--- src/rtl/led_mode_ctrl.sv ---
// Front-panel push-switch controller: synchronises and debounces one raw
// active-low switch, classifies presses as short or long, and sequences a
// single LED through OFF / ON / BLINK_SLOW / BLINK_FAST.
`timescale 1ns/1ps

module led_mode_ctrl #(
  parameter int unsigned DEBOUNCE_CYCLES   = 500000,
  parameter int unsigned LONG_PRESS_CYCLES = 50000000,
  parameter int unsigned SLOW_HALF         = 12500000,
  parameter int unsigned FAST_HALF         = 2500000
) (
  input  logic       clk,
  input  logic       i_Rst_n,
  input  logic       i_Switch_1,
  output logic       o_LED_1,
  output logic [1:0] o_Mode,
  output logic       o_Short_Pulse,
  output logic       o_Long_Pulse
);

  localparam int unsigned DB_W     = $clog2(DEBOUNCE_CYCLES) + 1;
  localparam int unsigned HOLD_W   = $clog2(LONG_PRESS_CYCLES) + 1;
  localparam int unsigned MAX_HALF = (SLOW_HALF > FAST_HALF) ? SLOW_HALF : FAST_HALF;
  localparam int unsigned PH_W     = $clog2(MAX_HALF) + 1;

  typedef enum logic [1:0] {
    MODE_OFF   = 2'd0,
    MODE_ON    = 2'd1,
    MODE_SLOW  = 2'd2,
    MODE_FAST  = 2'd3
  } mode_t;

  logic              sync_1;
  logic              sync_2;
  logic              sw_db;
  logic              sw_db_prev;
  logic [DB_W-1:0]   db_cnt;
  logic [HOLD_W-1:0] hold_cnt;
  logic              long_mark;
  mode_t             mode_q;
  mode_t             mode_d;
  mode_t             led_mode_q;
  logic [PH_W-1:0]   phase_cnt;

  logic              db_diff_c;
  logic              db_accept_c;
  logic              press_start_c;
  logic              short_det_c;
  logic              long_det_c;
  logic [PH_W-1:0]   half_last_c;

  // Two-flop synchroniser for the asynchronous switch; idles released.
  always_ff @(posedge clk or negedge i_Rst_n) begin
    if (!i_Rst_n) begin
      sync_1 <= 1'b1;
      sync_2 <= 1'b1;
    end else begin
      sync_1 <= i_Switch_1;
      sync_2 <= sync_1;
    end
  end

  // Debounce acceptance: synced level must differ for DEBOUNCE_CYCLES edges.
  always_comb begin
    db_diff_c     = sync_2 ^ sw_db;
    db_accept_c   = db_diff_c && (db_cnt == DB_W'(DEBOUNCE_CYCLES - 1));
    press_start_c = db_accept_c && !sync_2;
  end

  // Debounced level and its stability counter; counter clears on agreement.
  always_ff @(posedge clk or negedge i_Rst_n) begin
    if (!i_Rst_n) begin
      sw_db  <= 1'b1;
      db_cnt <= '0;
    end else if (db_accept_c) begin
      sw_db  <= sync_2;
      db_cnt <= '0;
    end else if (db_diff_c) begin
      db_cnt <= db_cnt + DB_W'(1);
    end else begin
      db_cnt <= '0;
    end
  end

  // Previous debounced level, used to spot the release edge.
  always_ff @(posedge clk or negedge i_Rst_n) begin
    if (!i_Rst_n) begin
      sw_db_prev <= 1'b1;
    end else begin
      sw_db_prev <= sw_db;
    end
  end

  // Press events: long once per press at the hold threshold, short on an
  // unmarked release. The two can never coincide (sw_db differs).
  always_comb begin
    long_det_c  = !sw_db && !long_mark && (hold_cnt == HOLD_W'(LONG_PRESS_CYCLES - 1));
    short_det_c = sw_db && !sw_db_prev && !long_mark;
  end

  // Hold counter and long-press mark; a new press restarts both.
  always_ff @(posedge clk or negedge i_Rst_n) begin
    if (!i_Rst_n) begin
      hold_cnt  <= '0;
      long_mark <= 1'b0;
    end else if (press_start_c) begin
      hold_cnt  <= '0;
      long_mark <= 1'b0;
    end else begin
      if (!sw_db && (hold_cnt != HOLD_W'(LONG_PRESS_CYCLES - 1))) begin
        hold_cnt <= hold_cnt + HOLD_W'(1);
      end
      if (long_det_c) begin
        long_mark <= 1'b1;
      end
    end
  end

  // Mode FSM next state: short advances with wrap, long forces OFF.
  always_comb begin
    mode_d = mode_q;
    if (long_det_c) begin
      mode_d = MODE_OFF;
    end else if (short_det_c) begin
      case (mode_q)
        MODE_OFF:  mode_d = MODE_ON;
        MODE_ON:   mode_d = MODE_SLOW;
        MODE_SLOW: mode_d = MODE_FAST;
        MODE_FAST: mode_d = MODE_OFF;
        default:   mode_d = MODE_OFF;
      endcase
    end
  end

  // Mode register and event pulses update on the same edge.
  always_ff @(posedge clk or negedge i_Rst_n) begin
    if (!i_Rst_n) begin
      mode_q        <= MODE_OFF;
      o_Short_Pulse <= 1'b0;
      o_Long_Pulse  <= 1'b0;
    end else begin
      mode_q        <= mode_d;
      o_Short_Pulse <= short_det_c;
      o_Long_Pulse  <= long_det_c;
    end
  end

  assign o_Mode = mode_q;

  // Terminal phase count for the blink mode currently driving the LED.
  always_comb begin
    half_last_c = PH_W'(SLOW_HALF - 1);
    if (led_mode_q == MODE_FAST) begin
      half_last_c = PH_W'(FAST_HALF - 1);
    end
  end

  // LED driver: follows mode one cycle later; blink phase restarts high on
  // every mode change and toggles each half period.
  always_ff @(posedge clk or negedge i_Rst_n) begin
    if (!i_Rst_n) begin
      led_mode_q <= MODE_OFF;
      phase_cnt  <= '0;
      o_LED_1    <= 1'b0;
    end else if (mode_q != led_mode_q) begin
      led_mode_q <= mode_q;
      phase_cnt  <= '0;
      o_LED_1    <= (mode_q != MODE_OFF);
    end else begin
      case (led_mode_q)
        MODE_OFF: begin
          phase_cnt <= '0;
          o_LED_1   <= 1'b0;
        end
        MODE_ON: begin
          phase_cnt <= '0;
          o_LED_1   <= 1'b1;
        end
        default: begin
          if (phase_cnt == half_last_c) begin
            phase_cnt <= '0;
            o_LED_1   <= !o_LED_1;
          end else begin
            phase_cnt <= phase_cnt + PH_W'(1);
          end
        end
      endcase
    end
  end

endmodule

--- config.mk ---
export PLATFORM = sky130hd
export DESIGN_NAME = led_mode_ctrl
export DESIGN_NICKNAME = d
export VERILOG_FILES = /design/src/rtl/led_mode_ctrl.sv
export SDC_FILE = /design/constraint.sdc
export NUM_CORES = 1
export LEC_CHECK = 0
export ABC_AREA = 1
export BUFFER_PORTS_ARGS = -buffer_cell sky130_fd_sc_hd__buf_2
export CAP_MARGIN = 20
export CORE_MARGIN = 2
export CORE_UTILIZATION = 45
export CTS_CLUSTER_DIAMETER = 30
export DETAILED_ROUTE_END_ITERATION = 16
export GPL_TIMING_DRIVEN = 0
export PLACE_DENSITY_LB_ADDON = 0.05
export REMOVE_ABC_BUFFERS = 1
export SYNTH_ARGS = -nofsm -noshare
export SYNTH_HDL_FRONTEND = slang
export SYNTH_SLANG_ARGS = --single-unit
--- constraint.sdc ---
create_clock -name clk -period 1.6 [get_ports clk]
set_clock_uncertainty 0.15 [all_clocks]
set_input_delay 0.08 -clock clk [delete_from_list [all_inputs] [get_ports clk]]
set_output_delay 0.08 -clock clk [all_outputs]
set_load 0.1 [all_outputs]
# After elaboration in Yosys (flattened, before gate mapping)

Cells that the tools add are included.
W data, S select, Z words.

Register bits: 84
Bits of input ports: 3
Output and inout bits: 5

Eq/ne operators: 10
Muxes and demuxes: 16
Bitwise gates (word level): 1
$add $sub $neg: 3
Reductions and logical operators: 20

Operators with widths:

| operator                | number |
|---|---|
| $mux W25                | 3 |
| $mux W27                | 2 |
| $mux W20                | 2 |
| $add A27 B1 Y27 const B | 1 |
| $eq A27 B26 Y1 const B  | 1 |
| $ne A27 B26 Y1 const B  | 1 |
| $add A25 B1 Y25 const B | 1 |
| $eq A25 B25 Y1          | 1 |
| $mux W24                | 1 |
| $add A20 B1 Y20 const B | 1 |
| $eq A20 B19 Y1 const B  | 1 |
| $pmux W2 S4             | 1 |
| $reduce_bool A2 Y1      | 4 |
| $logic_and A1 B1 Y1     | 7 |
| $eq A2 B2 Y1 const B    | 3 |
| $logic_not A1 Y1        | 5 |
| $eq A2 B1 Y1 const B    | 2 |
| $logic_not A2 Y1        | 2 |
| $mux W1                 | 4 |
| $mux W2                 | 2 |
| $reduce_bool A4 Y1      | 1 |
| $ne A2 B2 Y1            | 1 |
| $pmux W1 S2             | 1 |
| $reduce_or A2 Y1        | 1 |
| $xor A1 B1 Y1           | 1 |

# Longest topological paths before layout

Word-level depth: 6
Mapped depth: 13
Gate-level depth less buffers: 11

# Least setup slack after synthesis

No wires, ideal clock.

Path kind: register to register
From: register mode_q[0] (netlist: o_Mode[0])
To: register o_LED_1
Required time: 1.329 ns
Cell stages (with the launch flop): 8
Period minus slack after synthesis: 2.080 ns
Path buffers: 2
Arrival time: 1.810 ns
Library setup time: 0.121 ns
Setup slack: -0.480 ns
Cells stage by stage: dfrtp_1 > xnor2_1 > and2_1 > clkbuf_1 > nand2_1 > buf_4 > nand2_1 > nand2_1

Longest elaborated chain between the ends: 2
Elaborated cells on any way between the ends: 4
Classes of those cells: eq/ne: 1; mux: 1; reduce/logical: 2

Ends and longest elaborated chain:

| item                                                    | line     | RTL |
|---|---|---|
| start, declared                                         | 40       | `mode_t mode_q;` |
| start signal, assigned                                  | 142      | `mode_q <= mode_d;` |
| $ne A2 B2 Y1 or $reduce_bool A2 Y1 (tied branches)      | 165, 168 |  |
| $reduce_bool A4 Y1 (no line) or $mux W1 (tied branches) | n/a      |  |
| end signal, assigned                                    | 168      | `o_LED_1 <= (mode_q != MODE_OFF);` |
| end signal, assigned                                    | 182      | `o_LED_1 <= !o_LED_1;` |
| end, declared                                           | 15       | `output logic o_LED_1,` |

Parallel ways exist; a longest one is shown, timed or not.
A chain may end at the register's enable or synchronous reset.

# Worst setup path after layout

From: register sw_db
To: register hold_cnt[25]

Longest elaborated chain between the ends: 4
Elaborated cells on any way between the ends: 7
Classes of those cells: mux: 1; bitwise: 1; reduce/logical: 5

Ends and longest elaborated chain:

| item                                           | line | RTL |
|---|---|---|
| start, declared                                | 35   | `logic sw_db;` |
| start signal, assigned                         | 76   | `sw_db <= sync_2;` |
| $xor A1 B1 Y1                                  | 65   | `db_diff_c = sync_2 ^ sw_db;` |
| $logic_and A1 B1 Y1                            | 66   | `db_accept_c = db_diff_c && (db_cnt == DB_W'(DEBOUNCE_CYCLES - 1));` |
| $logic_and A1 B1 Y1                            | 67   | `press_start_c = db_accept_c && !sync_2;` |
| $mux W27 or $reduce_bool A2 Y1 (tied branches) | n/a  |  |
| end signal, assigned                           | 111  | `hold_cnt <= hold_cnt + HOLD_W'(1);` |
| end, declared                                  | 38   | `logic [HOLD_W-1:0] hold_cnt;` |

Parallel ways exist; a longest one is shown, timed or not.

==> results.toml <==
[power_and_ir_drop]
power_leakage_nw = 3.309
p_clk_frac = 0.503
ir_drop_uv = 485.3
intPower_mw = 3.594
swShare = 0.2142
power_mw = 4.573
power_frac_comb = 0.029
seqPwrFrac = 0.469
p_switching_uw = 979.4
power.density_mw_per_mm2 = 637.6

[cts]
cts_root_buffer = "clkbuf_16"
clock-sinks = 84
htreeDepth = 3
path_clk_slew_ps = 70
cts_buffers = 9
cts_tree = "done"
cts_buffer_depth = 2
clkLatencyLatePin_ps = 350

[critical_path]
cp_data_required_time_ps = 1690
r2r-start = "sw_db$_DFFE_PN1P_"
worstPathArrival_ps = 1880
critPathKind = "reg -> reg"
r2r_end = "hold_cnt[25]$_DFFE_PN0P_"
crit_path_start_kind = "register"
crit_path_end = "hold_cnt[25]$_DFFE_PN0P_"
rrSetupSlack_ps = -190
cp-startpoint = "sw_db$_DFFE_PN1P_"
critPathCaptureType = "register"
critical_path.max_fanout = 6
r2r_cells = 9

[synth]
synth_area_leaders = "dfrtp_1 39%, nand2_1 18%, nor2_1 10%"
synth-xor-area-share = 0.04578
synth-edff-count = 0
synthArstFlopShare = 1.000
synth_top_family_by_area = "simple AND/OR/NAND/NOR gates"
synthSimpleGateAreaFrac = 0.4169
synthAdderAreaFrac = 0.01453
synth.avg_cell_area_sq_um = 6.734
syn_inst = 767
synth-seq-cells = 84
synth_compound_area_frac = 0.02762
yosysSeqAreaShare = 0.4079
synth_area_sq_mm = 0.005165
synthMuxAreaShare = 0
synth_top_flop_cell = "dfrtp_1"
netlist-cell-type-count = 30
synth_top_area_frac = 0.3876
synth_top_cell_by_area = "dfrtp_1"
yosys_warnings = 0

[final_layout]
fin_nets = 856
drive_above_1_share = 0.3157
n_fill_cell = 1010
synthToLayoutAreaGrowth_pct = 38.86
fin_util = 0.6335
antenna_cells = 0
multi_input_area_sq_mm = 0.003452
seq_area_sq_mm = 0.002126

[global_routing]
grt_pass1_wl_mm = 24.36
grt_max_degree = 53
grt_pass1_vias = 4993
grt_use_total = 0.2470
grt_overflow_total = 0
antenna_found_initial = 0

[run_status]
status = "finished, violations left"
violations = "negative setup slack"

[sta]
finalSetupViolCount = 67
period_minus_slack_ps = 1794
timing.final.crit_share = 1.121
drv_slew = 0
max_freq_mhz = 557.5
timing.setup.tns_ps = -7453
tightestPinTransition_ps = 507.1
slew_headroom = 0.6642
rsz0062_at_grt = "true"
whs_ps = 71.65
hold_violations = 0
finalWorstSetupSlack_ps = -193.9

[die]
die_h_um = 111.1
ios = 8
die_area_sq_mm = 0.01235
std_cell_rows = 39
die_x_um = 111.1
core_area_sq_mm = 0.01132
start_util = 0.4562

[place]
dp_hpwl_mm = 9.120
io_buffers = 7
gp_congestion = 0.9082
post-place-ws_ps = -881.3

[detailed_routing]
drt_iter0_drc = 392
drt_wl_total_mm = 15.23
drtAntennaViolNets = 0
remaining_drc_errors = 0
firstDrtPassIters = 7
num_vias = 5218
wl_per_cell_um = 15.31
vias_per_cell = 5.244

[min_path]
hp-class = "in -> async"

[job]
max_cap_violations = 0
-- sequential cells by signal (all words and copies together), names as in the netlist --
signal and cells:
db_cnt 20, hold_cnt 27, led_mode_q 2, long_mark 1
o_LED_1 1, o_Long_Pulse 1, o_Mode 2, o_Short_Pulse 1
phase_cnt 25, sw_db 1, sw_db_prev 1, sync_1 1
sync_2 1
-- how the worst min path moves through the flow --
stage               start                 endpoint  slack, ps  depth (start not counted)
3_3_place_gp   i_Switch_1         sync_1$_DFF_PN1_         40                          1
4_1_cts           i_Rst_n  phase_cnt[17]$_DFF_PN0_         80                          2
2_1_floorplan     i_Rst_n      db_cnt[0]$_DFF_PN0_       -370                          0
3_5_place_dp      i_Rst_n  phase_cnt[17]$_DFF_PN0_        -80                          1
5_1_grt           i_Rst_n  phase_cnt[17]$_DFF_PN0_        120                          2
6_report          i_Rst_n  phase_cnt[19]$_DFF_PN0_         70                          2
-- critical path: stages (launching register included) --
cell and delay, ps:
dfstp_2 590, nand2_2 90, nand2_4 110, nand2_4 60
nor2_4 120, nand3_4 140, nand2_8 190, clkinv_8 110
nand2_2 80, nand2_2 50
-- layout by cell type, fill, tap and decap left out, types with 3 or more instances in the layout --
cell / count
inv_1: 85
ha_1: 3
nand3_4: 6
nand4_1: 13
a21oi_1: 7
nand2_1: 194
nor2_1: 94
xor2_1: 22
nor2_2: 25
buf_6: 13
nor2_4: 23
nor3_4: 3
clkbuf_16: 10
buf_4: 46
dfrtp_2: 15
nor3_2: 7
o21ai_0: 7
ha_4: 3
nand2_8: 5
o21ai_2: 4
nor3_1: 12
nand2_4: 19
dfrtp_1: 65
nand3b_1: 12
buf_2: 6
inv_2: 9
xnor2_1: 5
nand3_1: 51
nand3_2: 18
dfstp_2: 4
o21bai_1: 4
nand2_2: 31
-- synthesized netlist by cell type (2+ instances only) --
library cell	instances
a21oi_1	8
buf_2	6
buf_6	2
clkbuf_1	3
clkinv_2	2
dfrtp_1	80
dfstp_2	4
ha_1	6
inv_1	96
nand2_1	242
nand2_2	2
nand3_1	72
nand3_2	2
nand3b_1	12
nand4_1	13
nor2_1	141
nor3_1	22
nor3b_1	3
o21ai_0	11
o21ai_1	2
o21bai_1	4
xnor2_1	5
xor2_1	22
-- area by class of cell --
class                      instances  area share
sequential                        84      0.2964
clock inverter                     4     0.01012
tap                              143     0.02495
timing repair inverter             3    0.004710
clock buffer                      12     0.03437
multi-input combinational        577      0.4813
inverter                          99     0.05548
timing repair buffer              73     0.09264
-- logic make-up after synthesis --
| kind of cell | after synthesis |
|---|---|
| and+or+nand+nor | 512 |
| buffers and inverters | 112 |
| DFF | 84 |
| xor gates and xnor gates | 27 |
| AOI/OAI and AO/OA | 26 |
| adders and majority gates | 6 |
-- what timing repair did --
action                                 in CTS  in global routing
gates resized for setup                   109                141
setup endpoints to repair                  73                 77
endpoints found under the hold margin      81                  0
setup buffers                              37                 24
pin swaps                                  28                 48
gates cloned                                6                  5
hold buffers                                2                  0
-- metrics by stage --
stage,instance area [sq um],cells
floorplan,5089,754
global placement,5303,904
detailed placement,5344,906
CTS,6486,967
global route,7172,995
finish,7172,995
-- power by group through the flow --
stage / combinational, mW / clock [mW] / sequential, mW
6_report: 0.130 / 2.30 / 2.14
3_5_place_dp: 0.0851 / 0 / 2.18
5_1_grt: 0.148 / 2.44 / 2.14
2_1_floorplan: 0.0210 / 0 / 2.18
4_1_cts: 0.129 / 2.34 / 2.14
3_3_place_gp: 0.0734 / 0 / 2.18
-- metal layers --
layer / vias up / track usage / routed length (um)
li1: 2569 / - / -
met1: 2489 / 0.3209 / 6781
met2: 126 / 0.4086 / 7331
met3: 34 / 0.03718 / 682
met4: 0 / 0.1136 / 436
met5: - / 0 / 0
Power figures use the tool's default switching activity.
